===== src/rtl/keypad_scanner_if.sv =====
// Keypad-side bundle of the keypad scanner: matrix row/column lines plus the
// key report outputs that feed the calculator's input decoder.
//   row_in    : keypad rows, active-low, asynchronous to the scanner clock
//   col_out   : column drive, active-low, exactly one bit low
//   key_code  : last accepted key, row*4 + col
//   key_valid : one-cycle pulse per accepted report
//   key_held  : high while the accepted key has not been released
// Modports: slave = scanner side, master = keypad/decoder side.
interface keypad_scanner_if;
    logic [3:0] row_in;
    logic [3:0] col_out;
    logic [3:0] key_code;
    logic       key_valid;
    logic       key_held;

    modport slave (
        input  row_in,
        output col_out,
        output key_code,
        output key_valid,
        output key_held
    );

    modport master (
        output row_in,
        input  col_out,
        input  key_code,
        input  key_valid,
        input  key_held
    );
endinterface


===== src/rtl/keypad_scanner.sv =====
// 4x4 active-low matrix keypad scanner with debounced press/release.
// The divided scanClock is only sampled: its synchronised rising edge forms a
// one-cycle scan/debounce tick in the CLOCK_50 domain.
// Ports:
//   CLOCK_50  : system clock, all state on its rising edge
//   reset     : synchronous, active-high
//   scanClock : divided clock used only as a tick source
//   kp        : keypad_scanner_if.slave (row_in, col_out, key_code,
//               key_valid, key_held)
// Optional feature macro: KEYPAD_REPEAT_EN enables auto-repeat reports while a
// key is held (every REPEAT_TICKS ticks). Default build has no repeat logic.
module keypad_scanner #(
    parameter int unsigned DEBOUNCE_TICKS = 4,
    parameter int unsigned REPEAT_TICKS   = 50
) (
    input  logic              CLOCK_50,
    input  logic              reset,
    input  logic              scanClock,
    keypad_scanner_if.slave   kp
);

    localparam int unsigned  CNT_W   = 4;
    localparam logic [CNT_W-1:0] DB_LAST = CNT_W'(DEBOUNCE_TICKS);

    // Elaboration-time parameter range checks
    if (DEBOUNCE_TICKS < 1 || DEBOUNCE_TICKS > 15) begin : g_bad_debounce
        $error("keypad_scanner: DEBOUNCE_TICKS must be 1..15");
    end
    if (REPEAT_TICKS < 1 || REPEAT_TICKS > 255) begin : g_bad_repeat
        $error("keypad_scanner: REPEAT_TICKS must be 1..255");
    end

    typedef enum logic [1:0] {
        SCAN     = 2'd0,
        DEBOUNCE = 2'd1,
        REPORT   = 2'd2,
        HELD     = 2'd3
    } state_t;

    state_t           state;
    logic [3:0]       row_s1, row_s2;
    logic             sc_s1, sc_s2, sc_prev;
    logic [1:0]       col_idx;
    logic [1:0]       row_idx;
    logic [CNT_W-1:0] cnt;
    logic [CNT_W-1:0] cnt_inc;
    logic             tick;
    logic             any_low;
    logic [1:0]       first_low;
    logic             latched_low;

    // Lowest-index low row wins when several rows are pulled down
    function automatic logic [1:0] pick_row(input logic [3:0] r);
        if (!r[0])      return 2'd0;
        else if (!r[1]) return 2'd1;
        else if (!r[2]) return 2'd2;
        else            return 2'd3;
    endfunction

    function automatic logic [3:0] col_drive(input logic [1:0] idx);
        return 4'(~(4'b0001 << idx));
    endfunction

    assign tick        = sc_s2 & ~sc_prev;
    assign any_low     = ~&row_s2;
    assign first_low   = pick_row(row_s2);
    assign latched_low = ~row_s2[row_idx];
    // Saturating increment: the counter never wraps back to zero
    assign cnt_inc     = (cnt == {CNT_W{1'b1}}) ? cnt : cnt + CNT_W'(1);

`ifdef KEYPAD_REPEAT_EN
    localparam int unsigned RPT_W    = 8;
    localparam logic [RPT_W-1:0] RPT_LAST = RPT_W'(REPEAT_TICKS);
    logic [RPT_W-1:0] rpt_cnt;
`endif

    // Synchronisers, tick edge detect and scan/debounce FSM
    always_ff @(posedge CLOCK_50) begin
        if (reset) begin
            row_s1       <= 4'hF;
            row_s2       <= 4'hF;
            sc_s1        <= 1'b0;
            sc_s2        <= 1'b0;
            sc_prev      <= 1'b0;
            state        <= SCAN;
            col_idx      <= 2'd0;
            row_idx      <= 2'd0;
            cnt          <= '0;
            kp.col_out   <= 4'b1110;
            kp.key_code  <= 4'd0;
            kp.key_valid <= 1'b0;
            kp.key_held  <= 1'b0;
`ifdef KEYPAD_REPEAT_EN
            rpt_cnt      <= '0;
`endif
        end else begin
            row_s1       <= kp.row_in;
            row_s2       <= row_s1;
            sc_s1        <= scanClock;
            sc_s2        <= sc_s1;
            sc_prev      <= sc_s2;
            kp.key_valid <= 1'b0;

            case (state)
                SCAN: begin
                    if (tick) begin
                        if (any_low) begin
                            row_idx <= first_low;
                            cnt     <= CNT_W'(1);
                            if (DB_LAST == CNT_W'(1)) begin
                                // Report is issued on entry so key_valid is
                                // high during the REPORT cycle itself
                                kp.key_code  <= {first_low, col_idx};
                                kp.key_valid <= 1'b1;
                                kp.key_held  <= 1'b1;
                                state        <= REPORT;
                            end else begin
                                state <= DEBOUNCE;
                            end
                        end else begin
                            col_idx    <= col_idx + 2'd1;
                            kp.col_out <= col_drive(col_idx + 2'd1);
                        end
                    end
                end

                DEBOUNCE: begin
                    if (tick) begin
                        if (latched_low) begin
                            cnt <= cnt_inc;
                            if (cnt_inc == DB_LAST) begin
                                kp.key_code  <= {row_idx, col_idx};
                                kp.key_valid <= 1'b1;
                                kp.key_held  <= 1'b1;
                                state        <= REPORT;
                            end
                        end else begin
                            cnt   <= '0;
                            state <= SCAN;
                        end
                    end
                end

                REPORT: begin
                    cnt   <= '0;
                    state <= HELD;
`ifdef KEYPAD_REPEAT_EN
                    rpt_cnt <= '0;
`endif
                end

                HELD: begin
                    if (tick) begin
                        if (!latched_low) begin
                            if (cnt_inc == DB_LAST) begin
                                cnt         <= '0;
                                kp.key_held <= 1'b0;
                                col_idx     <= col_idx + 2'd1;
                                kp.col_out  <= col_drive(col_idx + 2'd1);
                                state       <= SCAN;
                            end else begin
                                cnt <= cnt_inc;
                            end
`ifdef KEYPAD_REPEAT_EN
                            rpt_cnt <= '0;
`endif
                        end else begin
                            // A bounce back low restarts release counting
                            cnt <= '0;
`ifdef KEYPAD_REPEAT_EN
                            if (rpt_cnt + RPT_W'(1) == RPT_LAST) begin
                                rpt_cnt      <= '0;
                                kp.key_valid <= 1'b1;
                            end else begin
                                rpt_cnt <= rpt_cnt + RPT_W'(1);
                            end
`endif
                        end
                    end
                end

                default: state <= SCAN;
            endcase
        end
    end

endmodule


===== src/flat_wrapper.sv =====
// flat-port wrapper written by rule: the top's interface ports become plain ports
module keypad_scanner_flat 
#(
    parameter int unsigned DEBOUNCE_TICKS = 4,
    parameter int unsigned REPEAT_TICKS   = 50
)
  (CLOCK_50, reset, scanClock, kp_row_in, kp_col_out, kp_key_code, kp_key_valid, kp_key_held);
  keypad_scanner_if kp_i ();
  input  logic CLOCK_50;
  input  logic reset;
  input  logic scanClock;
  input wire logic [$bits(kp_i.row_in)-1:0] kp_row_in;
  output wire logic [$bits(kp_i.col_out)-1:0] kp_col_out;
  output wire logic [$bits(kp_i.key_code)-1:0] kp_key_code;
  output wire logic [$bits(kp_i.key_valid)-1:0] kp_key_valid;
  output wire logic [$bits(kp_i.key_held)-1:0] kp_key_held;
  assign kp_i.row_in = kp_row_in;
  assign kp_col_out = kp_i.col_out;
  assign kp_key_code = kp_i.key_code;
  assign kp_key_valid = kp_i.key_valid;
  assign kp_key_held = kp_i.key_held;
  keypad_scanner #(.DEBOUNCE_TICKS(DEBOUNCE_TICKS), .REPEAT_TICKS(REPEAT_TICKS)) u_core (.CLOCK_50(CLOCK_50), .reset(reset), .scanClock(scanClock), .kp(kp_i));
endmodule

===== config.mk =====
export PLATFORM = sky130hd
export DESIGN_NAME = keypad_scanner_flat
export DESIGN_NICKNAME = d
export VERILOG_FILES = /design/src/rtl/keypad_scanner_if.sv /design/src/rtl/keypad_scanner.sv /design/src/flat_wrapper.sv
export SDC_FILE = /design/constraint.sdc
export NUM_CORES = 1
export LEC_CHECK = 0
export CAP_MARGIN = 25
export CORE_MARGIN = 5
export CORE_UTILIZATION = 40
export DETAILED_ROUTE_END_ITERATION = 10
export DONT_BUFFER_PORTS = 1
export GPL_TIMING_DRIVEN = 0
export PLACE_DENSITY = 0.64
export SETUP_SLACK_MARGIN = 0.05
export SLEW_MARGIN = 20
export SYNTH_ARGS = -nofsm -noshare
export SYNTH_HDL_FRONTEND = slang
export SYNTH_SLANG_ARGS = --single-unit

===== constraint.sdc =====
create_clock -name CLOCK_50 -period 3.4 [get_ports CLOCK_50]
set_input_delay 0.34 -clock CLOCK_50 [delete_from_list [all_inputs] [get_ports CLOCK_50]]
set_output_delay 0.34 -clock CLOCK_50 [all_outputs]
set_load 0.01 [all_outputs]

==> results of run 1 <==
## stage by stage
step           utilization  std cells  hold WS, ns  instance area (um^2)  setup slack [ns]
6_report            0.4622        232       0.1476                  1730             1.486
3_3_place_gp        0.4375        224       0.3916                  1638             1.532
4_1_cts             0.4622        232       0.1390                  1730             1.510
3_5_place_dp        0.4375        224       0.3949                  1638             1.523
2_1_floorplan            -        176       0.3895                  1578             1.645
5_1_grt             0.4622        232       0.1336                  1730             1.340
## Yosys cell counts (5+ instances only)
| master | count |
|---|---|
| nand3_1 | 8 |
| inv_1 | 7 |
| nor2b_1 | 9 |
| or2_2 | 11 |
| a21oi_1 | 6 |
| nor3_1 | 9 |
| nand4_1 | 9 |
| ha_1 | 5 |
| dfxtp_1 | 31 |
| nand2_1 | 6 |
| nor2_1 | 9 |
## worst paths after layout
check	from	to	slack (ns)	depth (start not counted)
max	u_core.cnt[1]	u_core.kp.col_out[0]	1.49	5
min	kp_row_in[3]	u_core.row_s1[3]	0.15	1
max reg2reg	u_core.cnt[1]	u_core.kp.col_out[0]	1.49	5
min reg2reg	u_core.row_s1[3]	u_core.row_s2[3]	0.41	1
## cell families (layout without fill, tap and decap cells)
kind of cell,Yosys count,in the layout,share of synthesized area
and+or+nand+nor,75,75,0.2673
AOI/OAI and AO/OA,38,38,0.1737
DFF,31,31,0.3933
buffers and inverters,19,27,0.06741
adders and majority gates,5,5,0.03965
muxes,5,5,0.04203
xor gates and xnor gates,3,3,0.01666
## layer usage
layer / track usage / up-vias / routed length (um)
met5: 0 / - / 0
met3: 0.04683 / 5 / 178
met1: 0.1676 / 630 / 1613
met4: 0.08197 / 0 / 56
li1: - / 666 / -
met2: 0.2204 / 37 / 1577
## worst max-delay path, stage by stage, from the launching register on
cell and delay (ns):
dfxtp_1 0.42, ha_1 0.30, nor2b_1 0.09, a22oi_1 0.55
nor3_1 0.23, o211ai_1 0.24
## where the power goes
| group | leakage, nW | internal (W) | total [W] | switching (W) |
|---|---|---|---|---|
| Combinational | 0.319 | 0.0000245 | 0.0000598 | 0.0000353 |
| Clock | 0.0408 | 0.000146 | 0.000299 | 0.000153 |
| Sequential | 0.253 | 0.000376 | 0.000387 | 0.0000112 |
| Total | 0.613 | 0.000547 | 0.000746 | 0.000199 |
## flip-flops by register name (all words and copies together), names as in the netlist, named ones only
signal,flops
u_core.cnt,4
u_core.kp.col_out,4
u_core.kp.key_code,4
u_core.row_s1,4
u_core.row_s2,4
u_core.col_idx,2
u_core.row_idx,2
u_core.kp.key_held,1
u_core.kp.key_valid,1
u_core.sc_prev,1
u_core.sc_s1,1
u_core.sc_s2,1
u_core.state,1
## final cells by class
type | count | area (um^2)
fill | 377 | 2013
multi-input combinational | 126 | 850.8
sequential | 31 | 620.6
buffer | 12 | 80.08
clock buffer | 5 | 68.82
tap | 48 | 60.06
inverter | 7 | 26.28
clock inverter | 3 | 23.77
## cell usage in the layout, fill, tap and decap left out, drive strengths merged, types with 2 or more instances in the layout
cell type and n:
dfxtp 31, or2 11, nor2 10, clkbuf 10, nor2b 9, nor3 9
nand4 9, nand3 8, inv 8, nand2 6, a21oi 6, buf 6
ha 5, a22oi 4, o211ai 4, a31oi 4, a211oi 4, xnor2 3
nor4 3, o32ai 3, mux2 3, and3 3, nand3b 2, o31ai 2
o21ai 2, a221oi 2, clkinvlp 2
==> metrics.txt, run 1 <==
# TYPE chip_impl_metric gauge
chip_impl_metric{name="clock-sinks",unit=""} 31
chip_impl_info{name="hold_path.class",value="in2reg"} 1
chip_impl_metric{name="power_density",unit="nW/um^2"} 430.9
chip_impl_metric{name="ctsHoldBuffers",unit=""} 0
chip_impl_metric{name="postSynthAreaPerCell",unit="um^2"} 8.965
chip_impl_metric{name="fraction_of_layout_instances_using_a_drive_strength_above_1",unit=""} 0.1739
chip_impl_metric{name="antenna-diode-count",unit=""} 0
chip_impl_metric{name="clock_transition_at_the_registers_of_the_reported_paths",unit="ns"} 0.07
chip_impl_info{name="yosys.area.top_type",value="dfxtp_1"} 1
chip_impl_metric{name="io_pins",unit=""} 17
chip_impl_metric{name="synth.net_count",unit=""} 188
chip_impl_metric{name="worst_clock_skew_on_the_final_layout",unit="ns"} 0.004254
chip_impl_metric{name="vias_in_the_first_global_route",unit=""} 1329
chip_impl_info{name="crit_path_end_kind",value="flop"} 1
chip_impl_metric{name="cp_max_fo",unit=""} 8
chip_impl_metric{name="htreeDepth",unit=""} 2
chip_impl_metric{name="timing.max_cap.violations",unit=""} 0
chip_impl_metric{name="area.growth.synth_to_final",unit="%"} 9.675
chip_impl_metric{name="setup_total_negative_slack",unit="ns"} 0
chip_impl_metric{name="postRouteAntennaNets",unit=""} 0
chip_impl_metric{name="total_leakage_power",unit="nW"} 0.6133
chip_impl_metric{name="yosysTopAreaCellShare",unit=""} 0.3933
chip_impl_metric{name="layout_min_cycle_time",unit="ns"} 1.914
chip_impl_metric{name="grt_pass1_wl",unit="um"} 5782
chip_impl_metric{name="timing.final.hold_violations",unit=""} 0
chip_impl_metric{name="gpl.final_weighted_congestion",unit=""} 0.7999
chip_impl_metric{name="async_flop_share",unit=""} 0
chip_impl_metric{name="globalRouteTotalUtil",unit=""} 0.1410
chip_impl_metric{name="drt_first_pass_iters",unit=""} 4
chip_impl_metric{name="period_share",unit=""} 0.5629
chip_impl_info{name="cts_tree",value="done"} 1
chip_impl_metric{name="cts_max_path_buffers",unit=""} 2
chip_impl_metric{name="synth_edf_count",unit=""} 0
chip_impl_info{name="unrepaired_setup_endpoints_after_global_routing",value="no"} 1
chip_impl_metric{name="drv_slew",unit=""} 0
chip_impl_metric{name="cts-buffers-inserted",unit=""} 5
chip_impl_metric{name="routed_wirelength",unit="um"} 3425
chip_impl_metric{name="total_power",unit="W"} 0.0007456
chip_impl_metric{name="yosysSeqAreaShare",unit=""} 0.3933
chip_impl_metric{name="number_of_antenna_violations_at_the_first_check_in_global_routing",unit=""} 0
chip_impl_metric{name="grt_start_max_net_pins",unit=""} 13
chip_impl_metric{name="cts_resized",unit=""} 0
chip_impl_info{name="status",value="finished clean"} 1
chip_impl_metric{name="dp_hpwl",unit="um"} 2494
chip_impl_info{name="critical_path_class",value="reg2reg"} 1
chip_impl_metric{name="vdd_drop_max",unit="uV"} 339.0
chip_impl_metric{name="report.final.setup_viol",unit=""} 0
chip_impl_metric{name="layout.nets",unit=""} 195
chip_impl_info{name="synth.top_cells.by_area",value="dfxtp_1 39%, or2_2 4.4%, ha_1 4.0%"} 1
chip_impl_metric{name="num_rows",unit=""} 22
chip_impl_info{name="synth_top_flop_cell",value="dfxtp_1"} 1
chip_impl_metric{name="synth_warnings",unit=""} 0
chip_impl_metric{name="max_freq",unit="GHz"} 0.5225
chip_impl_metric{name="max_slew.worst_pin.slew",unit="ns"} 0.6768
chip_impl_metric{name="fp.coreArea",unit="um^2"} 3744
chip_impl_metric{name="wl_per_cell",unit="um"} 14.76
chip_impl_metric{name="worstPathArrival",unit="ns"} 2.12
chip_impl_metric{name="detailroute.via_count",unit=""} 1338
chip_impl_metric{name="synth-seq-cells",unit=""} 31
chip_impl_metric{name="fp.dieW",unit="um"} 72.81
chip_impl_metric{name="maxSlewHeadroom",unit=""} 0.5488
chip_impl_metric{name="syn-cell-area",unit="um^2"} 1578
chip_impl_metric{name="detailedRoute.firstIterationViolations",unit=""} 106
chip_impl_metric{name="routed_via_density",unit=""} 5.767
chip_impl_metric{name="route.detailed.drc",unit=""} 0
chip_impl_metric{name="floorplan.die.height",unit="um"} 72.81
chip_impl_metric{name="port_buffers",unit=""} 0
chip_impl_metric{name="grt_remaining_overflow",unit=""} 0
chip_impl_info{name="clk_root_buffer_cell",value="clkbuf_8"} 1
chip_impl_metric{name="netlist-cell-type-count",unit=""} 47
chip_impl_metric{name="initial_core_util",unit=""} 0.4215
chip_impl_metric{name="worst_skew_pair.late_latency",unit="ns"} 0.29
chip_impl_metric{name="die_area",unit="um^2"} 5301
chip_impl_metric{name="post_cts.repair.setup_buffers",unit=""} 0
chip_impl_info{name="critPathLaunchType",value="flop"} 1
chip_impl_metric{name="cp_data_required_time",unit="ns"} 3.60
chip_impl_metric{name="synth_cells",unit=""} 176
Power figures use the tool's default switching activity.
==> inputs of run 2 (changes only) <==
==> constraint.sdc (replaced) <==
create_clock -name CLOCK_50 -period 1.8 [get_ports CLOCK_50]
set_input_delay 0.18 -clock CLOCK_50 [delete_from_list [all_inputs] [get_ports CLOCK_50]]
set_output_delay 0.18 -clock CLOCK_50 [all_outputs]
set_load 0.01 [all_outputs]
==> run 2 against run 1 <==
Against the previous run:
- sequential power is 89% higher
- design area is 8.9% higher
- via count is 4.9% higher
- critical path depth stayed put
- non-clock buffer count is 7 higher
- register-to-register slack worse by 1.5 ns
- largest cell class unchanged
- largest power group unchanged
==> metrics.txt, run 2 (same netlist as run 1, synthesis figures left out) <==
# TYPE chip_impl_metric gauge
chip_impl_info{name="status",value="finished clean"} 1
chip_impl_metric{name="dp_hpwl",unit="um"} 2541
chip_impl_metric{name="worst_skew_pair.late_latency",unit="ns"} 0.28
chip_impl_metric{name="antenna-diode-count",unit=""} 0
chip_impl_metric{name="final_instance_area",unit="um^2"} 1884
chip_impl_metric{name="min_path_cells",unit=""} 1
chip_impl_metric{name="vdd_drop_max",unit="uV"} 510.0
chip_impl_metric{name="detailroute.via_count",unit=""} 1403
chip_impl_info{name="critical_path_class",value="reg2reg"} 1
chip_impl_info{name="final_cell_mix",value="29 x dfxtp_1, 11 x or2_2, 9 x nor2_1, 9 x nand4_1"} 1
chip_impl_metric{name="max_freq",unit="GHz"} 0.5606
chip_impl_metric{name="fp.coreArea",unit="um^2"} 3744
chip_impl_metric{name="port_buffers",unit=""} 0
chip_impl_metric{name="report.final.setup_viol",unit=""} 0
chip_impl_metric{name="postRouteAntennaNets",unit=""} 0
chip_impl_metric{name="initial_core_util",unit=""} 0.4215
chip_impl_info{name="clk_root_buffer_cell",value="clkbuf_8"} 1
chip_impl_metric{name="fraction_of_layout_instances_using_a_drive_strength_above_1",unit=""} 0.2827
chip_impl_metric{name="cp_data_required_time",unit="ns"} 1.96
chip_impl_info{name="final_common_cell",value="dfxtp_1"} 1
chip_impl_metric{name="cts_max_path_buffers",unit=""} 2
chip_impl_metric{name="power_density",unit="nW/um^2"} 752.4
chip_impl_metric{name="fp.dieW",unit="um"} 72.81
chip_impl_metric{name="area.growth.synth_to_final",unit="%"} 19.43
chip_impl_metric{name="clock_transition_at_the_registers_of_the_reported_paths",unit="ns"} 0.07
chip_impl_metric{name="routed_via_density",unit=""} 5.870
chip_impl_metric{name="die_area",unit="um^2"} 5301
chip_impl_metric{name="io_pins",unit=""} 17
chip_impl_metric{name="num_rows",unit=""} 22
chip_impl_metric{name="ff_latch_area",unit="um^2"} 623.1
chip_impl_metric{name="pwr-share-clk",unit=""} 0.393
chip_impl_metric{name="grt_pass1_wl",unit="um"} 6120
chip_impl_metric{name="period_share",unit=""} 0.9909
chip_impl_info{name="crit_path_end_kind",value="flop"} 1
chip_impl_metric{name="number_of_antenna_violations_at_the_first_check_in_global_routing",unit=""} 0
chip_impl_metric{name="detailedRoute.firstIterationViolations",unit=""} 107
chip_impl_metric{name="gpl.final_weighted_congestion",unit=""} 0.8020
chip_impl_metric{name="p_sw",unit="W"} 0.0003744
chip_impl_metric{name="timing.final.hold_violations",unit=""} 0
chip_impl_metric{name="worst_clock_skew_on_the_final_layout",unit="ns"} 0.006157
chip_impl_metric{name="routed_wirelength",unit="um"} 3647
chip_impl_metric{name="wl_per_cell",unit="um"} 15.26
chip_impl_metric{name="multi_input_area",unit="um^2"} 930.9
chip_impl_metric{name="power_share_of_the_sequential_group",unit=""} 0.516
chip_impl_metric{name="total_power",unit="W"} 0.001418
chip_impl_info{name="critPathLaunchType",value="flop"} 1
chip_impl_metric{name="power.internal",unit="W"} 0.001043
chip_impl_metric{name="layout_min_cycle_time",unit="ns"} 1.784
chip_impl_metric{name="rr_worst_depth",unit=""} 5
chip_impl_metric{name="maxSlewHeadroom",unit=""} 0.6564
chip_impl_metric{name="layout.nets",unit=""} 202
chip_impl_metric{name="total_leakage_power",unit="nW"} 0.6772
chip_impl_metric{name="clock-sinks",unit=""} 31
chip_impl_metric{name="max_slew.worst_pin.slew",unit="ns"} 0.5135
chip_impl_metric{name="grt_start_max_net_pins",unit=""} 13
chip_impl_metric{name="drt_first_pass_iters",unit=""} 4
chip_impl_metric{name="drv_slew",unit=""} 0
chip_impl_metric{name="worstPathArrival",unit="ns"} 1.94
chip_impl_info{name="cts_tree",value="done"} 1
chip_impl_metric{name="grt_remaining_overflow",unit=""} 0
chip_impl_info{name="unrepaired_setup_endpoints_after_global_routing",value="yes"} 1
chip_impl_metric{name="globalRouteTotalUtil",unit=""} 0.1447
chip_impl_metric{name="floorplan.die.height",unit="um"} 72.81
chip_impl_metric{name="placed_cell_area",unit="um^2"} 1639
chip_impl_metric{name="route.detailed.drc",unit=""} 0
chip_impl_metric{name="switch_share",unit=""} 0.2640
chip_impl_metric{name="combPwrFrac",unit=""} 0.091
chip_impl_metric{name="cp_max_fo",unit=""} 4
chip_impl_info{name="hold_path.class",value="in2reg"} 1
chip_impl_metric{name="cts-buffers-inserted",unit=""} 5
chip_impl_metric{name="vias_in_the_first_global_route",unit=""} 1364
chip_impl_metric{name="filler_cell_count",unit=""} 384
chip_impl_metric{name="timing.max_cap.violations",unit=""} 0
chip_impl_metric{name="htreeDepth",unit=""} 2
[run 2: cell types whose count changed in the layout (fill, tap and decap cells not counted), moves of 2 or more]
cell / before / now
nor4_2: 0 / 2
clkbuf_1: 4 / 2
dfxtp_2: 0 / 2
dlygate4sd3_1: 0 / 4
buf_4: 1 / 6
nor4_1: 3 / 1
o31ai_1: 2 / 0
dfxtp_1: 31 / 29
[run 2: critical path, cell delays in order, from the launching register on]
cell	delay (ns)
dfxtp_2	0.34
mux4_2	0.51
buf_6	0.15
or3_4	0.39
o31ai_4	0.20
a21oi_2	0.07
[run 2: layer usage]
metal / vias up / share of wire / wire length (um) / track usage
met2: 38 / 0.51 / 1856 / 0.2405
li1: 676 / - / - / -
met3: 4 / 0.069 / 251 / 0.03994
met1: 685 / 0.41 / 1500 / 0.1795
met5: - / 0 / 0 / 0
met4: 0 / 0.011 / 39 / 0.04918
[run 2: what timing repair did]
| item | CTS | global route |
|---|---|---|
| gates resized for setup | 6 | 15 |
| hold buffers | 4 | 0 |
| hold endpoints to repair | 4 | 0 |
| pin swaps | 1 | 2 |
| setup endpoints to repair | 12 | 17 |
| buffers inserted | 4 | 1 |
[run 2: layout make-up]
class / instances / share of cell area
Multi-Input combinational cell: 126 / 0.4940
Inverter: 7 / 0.01394
Buffer: 10 / 0.03918
Clock buffer: 5 / 0.03652
Clock inverter: 3 / 0.01262
Tap cell: 48 / 0.03187
Timing Repair Buffer: 9 / 0.04117
Sequential cell: 31 / 0.3307
[run 2: worst paths after layout]
kind | start | slack, ns | endpoint
worst max-delay path | u_core.row_idx[0] | 0.02 | u_core.kp.key_code[2]
worst min-delay path | scanClock | 0.03 | u_core.sc_s1
worst min register to register | u_core.row_s1[3] | 0.41 | u_core.row_s2[3]
worst max register to register | u_core.row_idx[0] | 0.02 | u_core.kp.key_code[2]
[run 2: power by group through the flow]
stage / Combinational [W] / Clock, W / Sequential, W
2_1_floorplan: 0.0000899 / 0 / 0.000742
3_3_place_gp: 0.000109 / 0 / 0.000747
4_1_cts: 0.000125 / 0.000571 / 0.000732
5_1_grt: 0.000144 / 0.000608 / 0.000736
6_report: 0.000129 / 0.000557 / 0.000732
3_5_place_dp: 0.000112 / 0 / 0.000748
[run 2: stage by stage]
step / hold slack, ns / setup TNS, ns / setup slack (ns) / utilization / std cells
final: 0.02932 / 0 / 0.01634 / 0.5033 / 239
after global routing: 0.03717 / -0.2185 / -0.06285 / 0.5033 / 239
after CTS: 0.03154 / 0 / 0.01205 / 0.4880 / 239
after detailed placement: 0.2876 / -0.4419 / -0.07722 / 0.4378 / 224
after global placement: 0.2855 / -0.07856 / -0.02378 / 0.4378 / 224
after floorplan: 0.2838 / 0 / 0.07496 / - / 176
